$ cat config.mk
export PLATFORM = sky130hd
export DESIGN_NAME = register_16bit
export DESIGN_NICKNAME = d
export VERILOG_FILES = /design/src/rtl/register_16bit.sv
export SDC_FILE = /design/constraint.sdc
export NUM_CORES = 1
export LEC_CHECK = 0
export CELL_PAD_IN_SITES_DETAIL_PLACEMENT = 0
export CELL_PAD_IN_SITES_GLOBAL_PLACEMENT = 2
export CORE_ASPECT_RATIO = 1.4
export CORE_MARGIN = 2
export CORE_UTILIZATION = 19
export CTS_CLUSTER_SIZE = 30
export DETAILED_ROUTE_END_ITERATION = 6
export PLACE_DENSITY = 0.77
export SYNTH_ARGS = -nofsm -noshare
export SYNTH_HDL_FRONTEND = slang
export SYNTH_SLANG_ARGS = --single-unit
$ cat constraint.sdc
create_clock -name clk -period 0.9 [get_ports clk]
set_clock_uncertainty 0.05 [all_clocks]
set_input_delay 0.27 -clock clk [delete_from_list [all_inputs] [get_ports clk]]
set_output_delay 0.27 -clock clk [all_outputs]
set_load 0.05 [all_outputs]
$ cat src/rtl/register_16bit.sv
// register_16bit: WIDTH-bit PIPO hold register, optional even-parity bit p (REGISTER_16BIT_PARITY_EN).
// Latency: 1 clk from i to o/p; rst (async, active-high) forces RESET_VALUE at once.
// Backpressure: none -- every rising edge loads, no enable or handshake.
module register_16bit #(
    parameter int               WIDTH       = 16,
    parameter logic [WIDTH-1:0] RESET_VALUE = '0
) (
    input  logic             clk,
    input  logic             rst,
    input  logic [WIDTH-1:0] i,
    output logic [WIDTH-1:0] o
`ifdef REGISTER_16BIT_PARITY_EN
    ,
    output logic             p
`endif
);

`ifdef REGISTER_16BIT_PARITY_EN
    // Parity shares the data register's block so o and p can never disagree.
    always_ff @(posedge clk or posedge rst) begin
        if (rst) begin
            o <= RESET_VALUE;
            p <= ^RESET_VALUE;
        end else begin
            o <= i;
            p <= ^i;
        end
    end
`else
    always_ff @(posedge clk or posedge rst) begin
        if (rst) begin
            o <= RESET_VALUE;
        end else begin
            o <= i;
        end
    end
`endif

endmodule

## Word level (Yosys, flattened, before mapping)

Index checks and enable logic that the tools add are counted.

- Register bits: 16
- Input port bits: 18
- Output and inout bits: 16
- Word-level logic and storage cells: 1

## Depth between registers and ports, before layout

- Word-level depth: 0
- Mapped depth: 1
- Mapped depth without buffers: 1

## Least setup slack after synthesis

No wires, ideal clock.

- Kind: register -> output
- Start: register o[0]
- End: output port o[0]
- Data arrival time: 0.586 ns
- Required time: 0.580 ns
- Path slack: -0.006 ns
- Cell stages (with the launch flop): 1
- Buffers on the path: 0
- Cell sequence: dfrtp_1

RTL lines:

| item | RTL line | source |
|---|---|---|
| start, declared | 11 | `output logic [WIDTH-1:0] o` |
| start signal, assigned | 34 | `o <= i;` |

No word-level cell between the ends.

## Worst setup path in the final report

- Start: register o[14]
- End: output port o[14]

No word-level cell between the ends.

==> metrics <==
Max VDD drop=0.668 mV; layout cells sized above 1=66.7%; residual antenna-violating net count after detailed routing=0; Die ar.=2520 sq um; GR Util All Layers=8.26%; Synth cell types=2; Int Pwr=1130 uW; design area=983 sq um; Root Driver=clkbuf_4; Worst slew margin=93.7%; Final Max Tran Viols=0; Setup-failing EPs final=16; Routed WL=910 um; multi-input gate count=0; postcts setup bufs=0; switch share=26.0%; CP peak stage delay=0.43 ns; Area Growth Syn to Fin=143%; Synthesized Nets=35; Lkg Pwr=0.000416 uW; area of the core=2000 sq um; CTS Buf Count=3; max cap viols=0; register bit total from synthesis=16; WP data arrival=0.85 ns; port bufs=33; mapped cell area=404 sq um; total number of vias=285; I/O pin cnt=34; Seq/Total Area, Yosys=99.1%; Mapped Cells=17; Design Power=1520 uW; maximum root-to-sink buffer count=2; DRT Pass-1 Iters=4; placed cell areas=961 sq um; pin count of the biggest net entering global routing=17; max FFs per register=16; post_cts resized=0; Final period util=130%; Biggest register=o; htree depth=1; Mean Syn Cell Area=23.8 sq um; NetSw=396 uW; failing checks=negative setup slack; family with the most delay on the worst path=flip-flops; CP max-delay cell=dfrtp_2; vias in the first global route=311; DRT iter0 DRCs=2; Synth Warn #=0; Clock power frac=22.8%; gpl congestion=0.676; initial antenna violation count=0; FF/Latch Area=420 sq um; Final min period=1.17 ns; WP buf/inv=1; sequential share of power=52.0%; TritonCTS clock tree=done; first-pass GRT wire length=1470 um; RSZ-0062 raised after global routing=yes; diode count=0; CP Launch Type=flop; Initial Util=20.2%; Post-route DRC=0; HP Class=in2async; hold violation count in the final report=0; Setup WS pre-CTS=0.0333 ns; most frequent cells in the layout=17 x clkdlybuf4s50_1, 17 x buf_12, 16 x dfrtp_2, 3 x clkbuf_4, 1 x inv_1; final worst slack=-0.269 ns; Die H=58.6 um; Pwr Density=1550 nW/um^2; Worst Setup Path Type=reg2out; Critical Path Stages=1; worst-path cell chain=buf_12; Worst-path clk slew=0.08 ns; CTS Sinks=16; status=finished, violations left; per-cell routed wire length=12.1 um; CP Max Fanout=1; drt via density=3.80; GRT overflow=0; nets@finish=74; Layout fillers=167; Rows=19; Die Wd=43.0 um; registers with the most flip-flops=o: 16 flops; Max Fclk=0.856 GHz; combinational group share of total power=25.2%; Multi-input gate area=0 sq um; sum of negative setup slack=-4.16 ns; Req. time, crit path=0.58 ns; Worst Max-Slew Pin Slew=0.0949 ns; Crit. End Element=primary output
==> worst max path at each step <==
stage	endpoint	slack [ns]	from
after floorplan	o[0]	0.1	o[0]
after global placement	o[1]	0.03	o[1]
after detailed placement	o[14]	0.03	o[14]
after CTS	o[14]	-0.29	o[14]
after global routing	o[14]	-0.31	o[14]
final	o[14]	-0.27	o[14]
==> Yosys cell counts <==
master   count  area share (%)
dfrtp_1     16              99
inv_1        1            0.93
==> power groups by stage <==
stage	logic, uW	clock network, uW	registers (uW)
after floorplan	10.8	0	920
after global placement	386	0	805
after detailed placement	389	0	808
after CTS	390	376	793
after global routing	399	408	796
final	385	347	792
==> worst min-delay path, stage by stage <==
cell,delay (ns)
clkdlybuf4s50_1,0.40
inv_1,0.09
buf_12,0.15
==> timing repair <==
action                                  4_1_cts  5_1_grt
endpoints found under the setup margin       16       16
hold buffers                                  0        0
pin swaps                                     0        0
==> cell type report <==
class / instances / area share [%]
sequential: 16 / 42.7
tap: 21 / 2.67
inverter: 1 / 0.382
timing repair buffer: 34 / 51.9
clock buffer: 3 / 2.29
==> per-layer routing <==
layer  wire length [um]  track usage (%)  vias to the layer above
met3                134             3.68                        0
li1                   -                -                      124
met5                  0                0                        -
met2                401             11.0                       32
met1                373             10.2                      129
met4                  0             6.49                        0
==> logic make-up (layout without fill, tap and decap cells) <==
kind of cell | Yosys count | after routing | share of synthesized area [%]
buffers and inverters | 1 | 38 | 0.928
flip-flops | 16 | 16 | 99.1
==> metrics by stage <==
| step | hold slack [ns] | utilization (%) | instances |
|---|---|---|---|
| 6_report | 0.252 | 49.2 | 75 |
| 5_1_grt | 0.253 | 49.2 | 75 |
| 4_1_cts | 0.245 | 49.2 | 75 |
| 3_5_place_dp | 0.548 | 48.1 | 72 |
| 3_3_place_gp | 0.547 | 48.1 | 72 |
| 2_1_floorplan | 0.134 | - | 17 |
No activity file was read; power rests on OpenSTA's default activity.
